File: src/rtl/hsv_core_issue_dispatch_if.sv
// Issue-side, commit-side and per-unit dispatch signals of hsv_core_issue_dispatch.
// The slave modport is the dispatcher; the master modport is decode/commit/units.
interface hsv_core_issue_dispatch_if #(
  parameter int NUM_UNITS = 5,
  parameter int PAYLOAD_W = 64,
  parameter int NUM_REGS  = 32,
  parameter int TOKEN_W   = 3
);
  localparam int AW = $clog2(NUM_REGS);

  logic                           flush_req;
  logic                           valid_i;
  logic                           ready_o;
  logic [NUM_UNITS-1:0]           select_i;
  logic [PAYLOAD_W-1:0]           payload_i;
  logic [AW-1:0]                  rs1_addr_i;
  logic [AW-1:0]                  rs2_addr_i;
  logic                           rs1_used_i;
  logic                           rs2_used_i;
  logic [AW-1:0]                  rd_addr_i;
  logic                           rd_we_i;
  logic [AW-1:0]                  rs1_addr_o;
  logic [AW-1:0]                  rs2_addr_o;
  logic [31:0]                    rs1_data_i;
  logic [31:0]                    rs2_data_i;
  logic                           commit_valid_i;
  logic [AW-1:0]                  commit_rd_addr_i;
  logic [31:0]                    commit_data_i;
  logic [NUM_UNITS-1:0]           unit_valid_o;
  logic [NUM_UNITS-1:0]           unit_ready_i;
  logic [NUM_UNITS*PAYLOAD_W-1:0] unit_payload_o;
  logic [NUM_UNITS*32-1:0]        unit_rs1_o;
  logic [NUM_UNITS*32-1:0]        unit_rs2_o;
  logic [NUM_UNITS*AW-1:0]        unit_rd_o;
  logic [NUM_UNITS*TOKEN_W-1:0]   unit_token_o;
  logic                           hazard_o;

  modport slave (
    input  flush_req, valid_i, select_i, payload_i, rs1_addr_i, rs2_addr_i,
           rs1_used_i, rs2_used_i, rd_addr_i, rd_we_i, rs1_data_i, rs2_data_i,
           commit_valid_i, commit_rd_addr_i, commit_data_i, unit_ready_i,
    output ready_o, rs1_addr_o, rs2_addr_o, unit_valid_o, unit_payload_o,
           unit_rs1_o, unit_rs2_o, unit_rd_o, unit_token_o, hazard_o
  );

  modport master (
    output flush_req, valid_i, select_i, payload_i, rs1_addr_i, rs2_addr_i,
           rs1_used_i, rs2_used_i, rd_addr_i, rd_we_i, rs1_data_i, rs2_data_i,
           commit_valid_i, commit_rd_addr_i, commit_data_i, unit_ready_i,
    input  ready_o, rs1_addr_o, rs2_addr_o, unit_valid_o, unit_payload_o,
           unit_rs1_o, unit_rs2_o, unit_rd_o, unit_token_o, hazard_o
  );
endinterface

File: src/rtl/hsv_core_issue_dispatch.sv
// Issue dispatcher with counting scoreboard and per-unit registered output slots.
// Optional commit-to-operand bypass: define HSV_ISSUE_COMMIT_BYPASS_EN.
module hsv_core_issue_dispatch #(
  parameter int NUM_UNITS = 5,
  parameter int PAYLOAD_W = 64,
  parameter int NUM_REGS  = 32,
  parameter int TOKEN_W   = 3,
  parameter int PEND_W    = 2
) (
  input  logic                     clk_core,
  input  logic                     rst_core_n,
  hsv_core_issue_dispatch_if.slave io
);
  localparam int AW = $clog2(NUM_REGS);
  localparam logic [PEND_W-1:0] PEND_MAX = '1;

  logic [NUM_REGS-1:0][PEND_W-1:0] pend;
  logic [NUM_UNITS-1:0] slot_valid;
  logic [NUM_UNITS-1:0] slot_free;
  logic [TOKEN_W-1:0]   token_q, token_d;
  logic rs1_pend, rs2_pend, rs1_byp, rs2_byp, rs1_haz, rs2_haz, rd_haz;
  logic hazard, sel_onehot, sel_free, ready, accept;
  logic [31:0] op1, op2;

  assign io.rs1_addr_o   = io.rs1_addr_i;
  assign io.rs2_addr_o   = io.rs2_addr_i;
  assign io.unit_valid_o = slot_valid;
  assign io.hazard_o     = hazard;
  assign io.ready_o      = ready;
  assign slot_free       = ~slot_valid | io.unit_ready_i;

  always_comb begin
    rs1_pend = io.rs1_used_i && (io.rs1_addr_i != '0) && (pend[io.rs1_addr_i] != '0);
    rs2_pend = io.rs2_used_i && (io.rs2_addr_i != '0) && (pend[io.rs2_addr_i] != '0);
`ifdef HSV_ISSUE_COMMIT_BYPASS_EN
    // The last outstanding write retiring this cycle supplies the operand directly.
    rs1_byp = rs1_pend && (pend[io.rs1_addr_i] == PEND_W'(1)) && io.commit_valid_i
              && (io.commit_rd_addr_i == io.rs1_addr_i);
    rs2_byp = rs2_pend && (pend[io.rs2_addr_i] == PEND_W'(1)) && io.commit_valid_i
              && (io.commit_rd_addr_i == io.rs2_addr_i);
    op1 = rs1_byp ? io.commit_data_i : io.rs1_data_i;
    op2 = rs2_byp ? io.commit_data_i : io.rs2_data_i;
`else
    rs1_byp = 1'b0;
    rs2_byp = 1'b0;
    op1     = io.rs1_data_i;
    op2     = io.rs2_data_i;
`endif
    rs1_haz    = rs1_pend && !rs1_byp;
    rs2_haz    = rs2_pend && !rs2_byp;
    rd_haz     = io.rd_we_i && (io.rd_addr_i != '0) && (pend[io.rd_addr_i] == PEND_MAX);
    hazard     = io.valid_i && (rs1_haz || rs2_haz || rd_haz);
    sel_onehot = (io.select_i != '0)
                 && ((io.select_i & (io.select_i - NUM_UNITS'(1))) == '0);
    sel_free   = |(io.select_i & slot_free);
    ready      = !io.flush_req && !hazard && sel_onehot && sel_free;
    accept     = io.valid_i && ready;
    token_d    = token_q;
    if (io.flush_req)  token_d = '0;
    else if (accept)   token_d = token_q + TOKEN_W'(1);
  end

`ifndef HSV_ISSUE_COMMIT_BYPASS_EN
  logic unused_commit_data;
  assign unused_commit_data = ^io.commit_data_i;
`endif

  always_ff @(posedge clk_core or negedge rst_core_n) begin
    if (!rst_core_n) token_q <= '0;
    else             token_q <= token_d;
  end

  // Outstanding-write counters; x0 is never incremented or decremented.
  for (genvar gi = 0; gi < NUM_REGS; gi++) begin : g_pend
    logic [PEND_W-1:0] cnt_q, cnt_d;
    logic inc, dec;
    always_comb begin
      inc   = accept && io.rd_we_i && (io.rd_addr_i == AW'(gi)) && (gi != 0);
      dec   = io.commit_valid_i && (io.commit_rd_addr_i == AW'(gi)) && (gi != 0)
              && (cnt_q != '0);
      cnt_d = cnt_q;
      if (io.flush_req)     cnt_d = '0;
      else if (inc && !dec) cnt_d = cnt_q + PEND_W'(1);
      else if (dec && !inc) cnt_d = cnt_q - PEND_W'(1);
    end
    always_ff @(posedge clk_core or negedge rst_core_n) begin
      if (!rst_core_n) cnt_q <= '0;
      else             cnt_q <= cnt_d;
    end
    assign pend[gi] = cnt_q;
  end

  // Independent output slots: a stalled unit only holds its own slot.
  for (genvar gi = 0; gi < NUM_UNITS; gi++) begin : g_slot
    logic                 valid_q, valid_d;
    logic [PAYLOAD_W-1:0] payload_q, payload_d;
    logic [31:0]          rs1_q, rs1_d, rs2_q, rs2_d;
    logic [AW-1:0]        rd_q, rd_d;
    logic [TOKEN_W-1:0]   tok_q, tok_d;
    always_comb begin
      valid_d   = valid_q;
      payload_d = payload_q;
      rs1_d     = rs1_q;
      rs2_d     = rs2_q;
      rd_d      = rd_q;
      tok_d     = tok_q;
      if (io.flush_req) begin
        valid_d = 1'b0;
      end else if (accept && io.select_i[gi]) begin
        valid_d   = 1'b1;
        payload_d = io.payload_i;
        rs1_d     = op1;
        rs2_d     = op2;
        rd_d      = io.rd_addr_i;
        tok_d     = token_q;
      end else if (io.unit_ready_i[gi]) begin
        valid_d = 1'b0;
      end
    end
    always_ff @(posedge clk_core or negedge rst_core_n) begin
      if (!rst_core_n) begin
        valid_q   <= 1'b0;
        payload_q <= '0;
        rs1_q     <= '0;
        rs2_q     <= '0;
        rd_q      <= '0;
        tok_q     <= '0;
      end else begin
        valid_q   <= valid_d;
        payload_q <= payload_d;
        rs1_q     <= rs1_d;
        rs2_q     <= rs2_d;
        rd_q      <= rd_d;
        tok_q     <= tok_d;
      end
    end
    assign slot_valid[gi]                                = valid_q;
    assign io.unit_payload_o[gi*PAYLOAD_W +: PAYLOAD_W]  = payload_q;
    assign io.unit_rs1_o[gi*32 +: 32]                    = rs1_q;
    assign io.unit_rs2_o[gi*32 +: 32]                    = rs2_q;
    assign io.unit_rd_o[gi*AW +: AW]                     = rd_q;
    assign io.unit_token_o[gi*TOKEN_W +: TOKEN_W]        = tok_q;
  end
endmodule

File: src/flat_wrapper.sv
// flat-port wrapper written by rule: the top's interface ports become plain ports
module hsv_core_issue_dispatch_flat 
#(
  parameter int NUM_UNITS = 5,
  parameter int PAYLOAD_W = 64,
  parameter int NUM_REGS  = 32,
  parameter int TOKEN_W   = 3,
  parameter int PEND_W    = 2
)
  (clk_core, rst_core_n, io_flush_req, io_valid_i, io_select_i, io_payload_i, io_rs1_addr_i, io_rs2_addr_i, io_rs1_used_i, io_rs2_used_i, io_rd_addr_i, io_rd_we_i, io_rs1_data_i, io_rs2_data_i, io_commit_valid_i, io_commit_rd_addr_i, io_commit_data_i, io_unit_ready_i, io_ready_o, io_rs1_addr_o, io_rs2_addr_o, io_unit_valid_o, io_unit_payload_o, io_unit_rs1_o, io_unit_rs2_o, io_unit_rd_o, io_unit_token_o, io_hazard_o);
  hsv_core_issue_dispatch_if #(.NUM_UNITS(NUM_UNITS), .PAYLOAD_W(PAYLOAD_W), .NUM_REGS(NUM_REGS), .TOKEN_W(TOKEN_W)) io_i ();
  input  logic clk_core;
  input  logic rst_core_n;
  input wire logic [$bits(io_i.flush_req)-1:0] io_flush_req;
  input wire logic [$bits(io_i.valid_i)-1:0] io_valid_i;
  input wire logic [$bits(io_i.select_i)-1:0] io_select_i;
  input wire logic [$bits(io_i.payload_i)-1:0] io_payload_i;
  input wire logic [$bits(io_i.rs1_addr_i)-1:0] io_rs1_addr_i;
  input wire logic [$bits(io_i.rs2_addr_i)-1:0] io_rs2_addr_i;
  input wire logic [$bits(io_i.rs1_used_i)-1:0] io_rs1_used_i;
  input wire logic [$bits(io_i.rs2_used_i)-1:0] io_rs2_used_i;
  input wire logic [$bits(io_i.rd_addr_i)-1:0] io_rd_addr_i;
  input wire logic [$bits(io_i.rd_we_i)-1:0] io_rd_we_i;
  input wire logic [$bits(io_i.rs1_data_i)-1:0] io_rs1_data_i;
  input wire logic [$bits(io_i.rs2_data_i)-1:0] io_rs2_data_i;
  input wire logic [$bits(io_i.commit_valid_i)-1:0] io_commit_valid_i;
  input wire logic [$bits(io_i.commit_rd_addr_i)-1:0] io_commit_rd_addr_i;
  input wire logic [$bits(io_i.commit_data_i)-1:0] io_commit_data_i;
  input wire logic [$bits(io_i.unit_ready_i)-1:0] io_unit_ready_i;
  output wire logic [$bits(io_i.ready_o)-1:0] io_ready_o;
  output wire logic [$bits(io_i.rs1_addr_o)-1:0] io_rs1_addr_o;
  output wire logic [$bits(io_i.rs2_addr_o)-1:0] io_rs2_addr_o;
  output wire logic [$bits(io_i.unit_valid_o)-1:0] io_unit_valid_o;
  output wire logic [$bits(io_i.unit_payload_o)-1:0] io_unit_payload_o;
  output wire logic [$bits(io_i.unit_rs1_o)-1:0] io_unit_rs1_o;
  output wire logic [$bits(io_i.unit_rs2_o)-1:0] io_unit_rs2_o;
  output wire logic [$bits(io_i.unit_rd_o)-1:0] io_unit_rd_o;
  output wire logic [$bits(io_i.unit_token_o)-1:0] io_unit_token_o;
  output wire logic [$bits(io_i.hazard_o)-1:0] io_hazard_o;
  assign io_i.flush_req = io_flush_req;
  assign io_i.valid_i = io_valid_i;
  assign io_i.select_i = io_select_i;
  assign io_i.payload_i = io_payload_i;
  assign io_i.rs1_addr_i = io_rs1_addr_i;
  assign io_i.rs2_addr_i = io_rs2_addr_i;
  assign io_i.rs1_used_i = io_rs1_used_i;
  assign io_i.rs2_used_i = io_rs2_used_i;
  assign io_i.rd_addr_i = io_rd_addr_i;
  assign io_i.rd_we_i = io_rd_we_i;
  assign io_i.rs1_data_i = io_rs1_data_i;
  assign io_i.rs2_data_i = io_rs2_data_i;
  assign io_i.commit_valid_i = io_commit_valid_i;
  assign io_i.commit_rd_addr_i = io_commit_rd_addr_i;
  assign io_i.commit_data_i = io_commit_data_i;
  assign io_i.unit_ready_i = io_unit_ready_i;
  assign io_ready_o = io_i.ready_o;
  assign io_rs1_addr_o = io_i.rs1_addr_o;
  assign io_rs2_addr_o = io_i.rs2_addr_o;
  assign io_unit_valid_o = io_i.unit_valid_o;
  assign io_unit_payload_o = io_i.unit_payload_o;
  assign io_unit_rs1_o = io_i.unit_rs1_o;
  assign io_unit_rs2_o = io_i.unit_rs2_o;
  assign io_unit_rd_o = io_i.unit_rd_o;
  assign io_unit_token_o = io_i.unit_token_o;
  assign io_hazard_o = io_i.hazard_o;
  hsv_core_issue_dispatch #(.NUM_UNITS(NUM_UNITS), .PAYLOAD_W(PAYLOAD_W), .NUM_REGS(NUM_REGS), .TOKEN_W(TOKEN_W), .PEND_W(PEND_W)) u_core (.clk_core(clk_core), .rst_core_n(rst_core_n), .io(io_i));
endmodule
File: config.mk
export PLATFORM = sky130hd
export DESIGN_NAME = hsv_core_issue_dispatch_flat
export DESIGN_NICKNAME = d
export VERILOG_FILES = /design/src/rtl/hsv_core_issue_dispatch_if.sv /design/src/rtl/hsv_core_issue_dispatch.sv /design/src/flat_wrapper.sv
export SDC_FILE = /design/constraint.sdc
export NUM_CORES = 1
export LEC_CHECK = 0
export BUFFER_PORTS_ARGS = -buffer_cell sky130_fd_sc_hd__buf_2
export CAP_MARGIN = 10
export CORE_AREA = 2 2 345 347
export CTS_BUF_LIST = sky130_fd_sc_hd__clkbuf_4
export DETAILED_ROUTE_END_ITERATION = 16
export DIE_AREA = 0 0 347 349
export GPL_TIMING_DRIVEN = 0
export SETUP_SLACK_MARGIN = 0.2
export SYNTH_ARGS = -nofsm -noshare
export SYNTH_HDL_FRONTEND = slang
export SYNTH_SLANG_ARGS = --single-unit
File: constraint.sdc
create_clock -name clk_core -period 6.4 [get_ports clk_core]
set_input_delay 0.64 -clock clk_core [delete_from_list [all_inputs] [get_ports clk_core]]
set_output_delay 0.64 -clock clk_core [all_outputs]
set_load 0.03 [all_outputs]
# After elaboration in Yosys (flattened, before gate mapping)
# Cells that the tools add are included.
[word_totals]
register_bits = 750
in_bits = 198
word_cells = 633
[classes]
add_sub_neg = 64
magnitude_cmp = 3
eq_ne = 63
muxes = 116
n_bitwise = 5
reduce_logical = 320
[op_table]
columns = ["op", "count"]
rows = [
  ["2-bit two-way mux", 96],
  ["1-bit logical AND", 173],
  ["5-bit == test (second input constant)", 32],
  ["3-bit nonzero test", 36],
  ["5-bit by 4-bit == test with 1-bit output (second input constant)", 16],
  ["2-bit nonzero test", 34],
  ["1-bit logical NOT", 64],
  ["2-bit by 1-bit adder with 2-bit output (second input constant)", 31],
  ["2-bit by 1-bit subtractor with 2-bit output (second input constant)", 31],
  ["5-bit by 3-bit == test with 1-bit output (second input constant)", 8],
  ["2-bit binary-select mux with 5-bit select", 3],
  ["5-bit by 2-bit == test with 1-bit output (second input constant)", 4],
  ["5-bit nonzero test", 4],
  ["5-bit by 6-bit less-than comparator with 1-bit output (second input constant)", 3],
  ["1-bit two-way mux", 15],
  ["5-bit AND", 2],
  ["5-bit by 1-bit == test with 1-bit output (second input constant)", 2],
  ["2-bit AND reduction", 5],
  ["3-bit two-way mux", 2],
  ["5-bit logical NOT", 1],
  ["5-bit inverter", 1],
  ["5-bit bitwise OR", 1],
  ["5-bit OR reduction", 1],
  ["5-bit by 1-bit subtractor with 5-bit output (second input constant)", 1],
  ["other kinds (4)", 5],
]

# Longest topological paths before layout
[depth]
word_depth = 19
mapped_depth = 14
depth_no_buf = 8

# Worst setup path before layout
# OpenSTA, ideal clock, no wires.
[synth_timing]
kind = "in2out"
start = "input io_rd_addr_i[0]"
end = "output io_ready_o"
arrival_time_ns = 4.056
path_slack_ns = 1.704
cell_stages = 10
path_buffers = 3
cell_sequence = "buf_2 > buf_2 > mux4_2 > a22oi_1 > a22o_1 > nand4_1 > clkbuf_1 > nor2_1 > nor2_1 > a2111oi_0"
[synth_between]
elab_chain_len = 10
elab_cells_between_ends = 12
cone_classes = "1 x eq/ne; 2 x mux; 9 x reduce/logical"
[synth_rtl]
columns = ["element", "line_no", "text"]
rows = [
  ["start, declared", "flat_wrapper.sv:22", "input wire logic [$bits(io_i.rd_addr_i)-1:0] io_rd_addr_i;"],
  ["2-bit binary-select mux with 5-bit select", "hsv_core_issue_dispatch.sv:51", "rd_haz = io.rd_we_i && (io.rd_addr_i != '0) && (pend[io.rd_addr_i] == PEND_MAX);"],
  ["2-bit two-way mux (implied by the code)", "hsv_core_issue_dispatch.sv:51", ""],
  ["2-bit == test", "hsv_core_issue_dispatch.sv:51", ""],
  ["1-bit logical AND *", "hsv_core_issue_dispatch.sv:51", ""],
  ["1-bit logical OR *", "hsv_core_issue_dispatch.sv:52", "hazard = io.valid_i && (rs1_haz || rs2_haz || rd_haz);"],
  ["1-bit logical AND *", "hsv_core_issue_dispatch.sv:52", ""],
  ["net io_hazard_o", "flat_wrapper.sv:39", "output wire logic [$bits(io_i.hazard_o)-1:0] io_hazard_o;"],
  ["1-bit logical NOT *", "hsv_core_issue_dispatch.sv:56", "ready = !io.flush_req && !hazard && sel_onehot && sel_free;"],
  ["1-bit logical AND * (3 in a row)", "hsv_core_issue_dispatch.sv:56", ""],
  ["end, declared", "flat_wrapper.sv:30", "output wire logic [$bits(io_i.ready_o)-1:0] io_ready_o;"],
]
# The timed path passes the listed nets; every way through them passes the cells marked *. The select of a mux whose other input is x is not followed.

# Worst setup path after layout
[layout_timing]
start = "input io_rd_addr_i[3]"
end = "output io_ready_o"
[layout_between]
elab_chain_len = 10
elab_cells_between_ends = 12
cone_classes = "1 x eq/ne; 2 x mux; 9 x reduce/logical"
[layout_rtl]
columns = ["element", "line_no"]
rows = [
  ["2-bit binary-select mux with 5-bit select", "hsv_core_issue_dispatch.sv:51"],
  ["2-bit two-way mux (implied by the code)", "hsv_core_issue_dispatch.sv:51"],
  ["2-bit == test", "hsv_core_issue_dispatch.sv:51"],
  ["1-bit logical AND *", "hsv_core_issue_dispatch.sv:51"],
  ["1-bit logical OR *", "hsv_core_issue_dispatch.sv:52"],
  ["1-bit logical AND *", "hsv_core_issue_dispatch.sv:52"],
  ["1-bit logical NOT *", "hsv_core_issue_dispatch.sv:56"],
  ["1-bit logical AND * (3 in a row)", "hsv_core_issue_dispatch.sv:56"],
]
# Every way passes the cells marked *; elsewhere a longest branch is shown, timed or not. The select of a mux whose other input is x is not followed.

==> results_dict.tcl <==
set metrics [dict create \
    run_status "complete, no violations" \
    drc 0 \
    min_path_type "input port to flop" \
    ant_nets 0 \
    timing.fmax_mhz 195 \
    grt_max_degree 123 \
    port-buffer-count 857 \
    syn-num-nets 2352 \
    final_area_sq_um 41600 \
    numCtsBuffers 208 \
    holdWs_ps 205 \
    die_width_um 347 \
    finalSetupViolations 0 \
    end_kind "output pin" \
    rsz0062_at_grt "false" \
    setup_slack_ps 1270 \
    num_vias 23400 \
    p_leak_nw 21.1 \
    syn-instance-count 2153 \
    io_pins 895 \
    viasPerCell 4.61 \
    timing.final.crit_share_pct 80.2 \
    die_area_sq_um 121000 \
    drive_above_1_share_pct 42.4 \
    ir_worst_vdd_v 0.000282 \
    fin_skew_ps 80.7 \
    fp.dieH_um 349 \
    drt-met1-wl_mm 45.9 \
    cp_common_cell "buf_2" \
    cp-start-kind "input port" \
    initialDrtViolationCount 1255 \
    clk_pin_slew_ps 70 \
    highest_layer "met5" \
    layout_commonest_cell "buf_2" \
    cp.arrival_ps 4490 \
    netlist_area_sq_um 31000 \
    cts_buffer_depth 3 \
    yosys_warnings 0 \
    ys_ff_latch 750 \
    htreeDepth 4 \
    hold_violations 0 \
    drtPass1Iterations 5 \
    coreArea_sq_um 117000 \
    synth_ff_type "dfrtp_1" \
    crit_slowest_cell "clkbuf_1" \
    grt_util_all_layers_pct 18.5 \
    cts_tree "yes" \
    clock_latency_ps 1190 \
    drt_wl_total_mm 115 \
    p_per_area_nw_per_um2 394 \
    maxCapViolCount 0 \
    cts.sinks 750 \
    slew_headroom_pct 23.0 \
    min_period_ps 5130 \
    first_global_vias 24200 \
    gp_congestion 0.939 \
    placement_rows 126 \
    overflow 0 \
    crit_family "buffers and inverters" \
    cts-root-buf "clkbuf_4" \
    synth.distinct_cells 68 \
    path_buf_inv 6 \
    cp.required_ps 5760 \
    avgRoutedWirePerCell_um 22.6 \
    ys_async_sr_fraction_pct 100 \
    grt_pass1_wl_mm 166 \
    synth-edff-count 0 \
    worstMarginPinSlew_ps 1150 \
    post_cts_resize_count 0 \
    initial_core_util_pct 26.4 \
    synth.avg_cell_area_sq_um 14.4 \
    worst-setup-path-type "input port to output pin" \
    slew_viol_final 0 \
    placed_area_sq_um 37400 \
    slowest_delay_ps 640 \
    wl_met3_mm 9.45 \
    seq_area_frac_synth_pct 60.5 \
    path_cells "dlygate4sd3_1 -> buf_2 -> buf_2 -> clkbuf_1 -> o211ai_1 -> o211ai_1 -> a311o_1 -> nand4_1 -> clkbuf_1 -> nor2_1 -> nor2_1 -> a2111oi_0 -> buf_2" \
    post-place-ws_ps 1610 \
    wl_met2_mm 56.1 \
    crit_fanout 10 \
    area_growth_pct 34.3 \
    antenna_found_initial 16 \
    fin_nets 3579 \
    layout_common_cells "buf_2 (883), dfrtp_1 (750), mux2_1 (516)" \
    dp_hpwl_mm 84.2 \
]
==> state kept, by name, summed over array words and instances (netlist names) <==
name,cells
u_core.g_pend.cnt_q,62
u_core.g_slot.payload_q,320
u_core.g_slot.rd_q,25
u_core.g_slot.rs1_q,160
u_core.g_slot.rs2_q,160
u_core.g_slot.tok_q,15
u_core.g_slot.valid_q,5
u_core.token_q,3
==> report_power, final <==
part	switching (mW)	total [mW]	internal (mW)
registers	0.582	6.50	5.92
clock network	2.13	4.44	2.30
logic	3.82	5.45	1.63
==> cells in the mapped netlist, types with 9 or more instances <==
cell type	count	area (sq um)
a21oi_1	51	255
and2_1	13	81.3
buf_2	27	135
buf_4	29	218
buf_6	48	541
clkbuf_1	28	105
dfrtp_1	750	18800
mux2_1	516	5810
mux2_2	165	1860
mux4_2	9	203
nand2_1	71	267
nand2b_1	22	138
nand3_1	29	145
nand4_1	13	81.3
nor2_1	87	327
nor2b_1	10	62.6
nor3_1	39	195
nor3b_1	17	128
nor4_1	14	87.6
o21ai_0	60	300
xnor2_1	15	131
xor2_1	14	123
==> routing by layer <==
layer  GRT usage [%]  up-vias
li1                -    10400
met2            31.3     1037
met4            7.38        8
met3            6.45      182
met5               0        -
met1            21.5    11800
==> final cells by class <==
class | count | area, sq um
clock inverters | 54 | 363
diodes | 13 | 32.5
clock buffers | 304 | 2280
plain buffers | 134 | 1010
flip-flops and latches | 750 | 18800
well taps | 1536 | 1920
multi-input cells | 1262 | 11200
fillers | 11600 | 75800
inverters | 7 | 26.3
repair buffers | 1017 | 6030
==> timing repair <==
item | CTS | global route
buffers inserted | 0 | 0
hold buffers | 153 | 0
hold endpoints to repair | 802 | 0
==> final timing paths <==
| path | startpoint | end | slack, ps | cells past startpoint |
|---|---|---|---|---|
| worst max register to register | u_core.g_pend[24].cnt_q[0] | u_core.g_slot[0].payload_q[31] | 2410 | 10 |
| worst min register to register | u_core.g_slot[3].rs1_q[13] | u_core.g_slot[3].rs1_q[13] | 480 | 1 |
| min in group asynchronous | rst_core_n | u_core.g_pend[17].cnt_q[1] | 560 | 4 |
| worst max-delay path | io_rd_addr_i[3] | io_ready_o | 1270 | 13 |
| worst min-delay path | io_select_i[2] | u_core.g_slot[2].payload_q[4] | 210 | 4 |
| max in group asynchronous | rst_core_n | u_core.g_slot[2].rs1_q[9] | 3520 | 7 |
==> worst register-to-register path, delay by kind of cell (launching register included) <==
kind,cells,cell delay [ps]
buf+inv,2,1070
flops,1,500
simple gates,5,1070
compound gates,1,280
mux,2,920
==> stage by stage <==
stage	instances	setup TNS, ps	power, mW	utilization [%]
3_5_place_dp	4553	0	12.0	31.9
6_report	5077	0	16.4	35.5
3_3_place_gp	4546	-8775800	11.9	31.7
4_1_cts	5064	0	16.6	35.4
2_1_floorplan	2153	0	9.91	-
5_1_grt	5070	0	17.2	35.4
==> logic make-up after synthesis <==
logic type                 synth area share (%)
DFF                                        60.5
muxes                                      25.5
and+or+nand+nor                            6.17
AOI/OAI and AO/OA                          3.62
buffers and inverters                      3.33
xor gates and xnor gates                  0.819
adders and majority gates                0.0403
No activity file was read; power rests on OpenSTA's default activity.
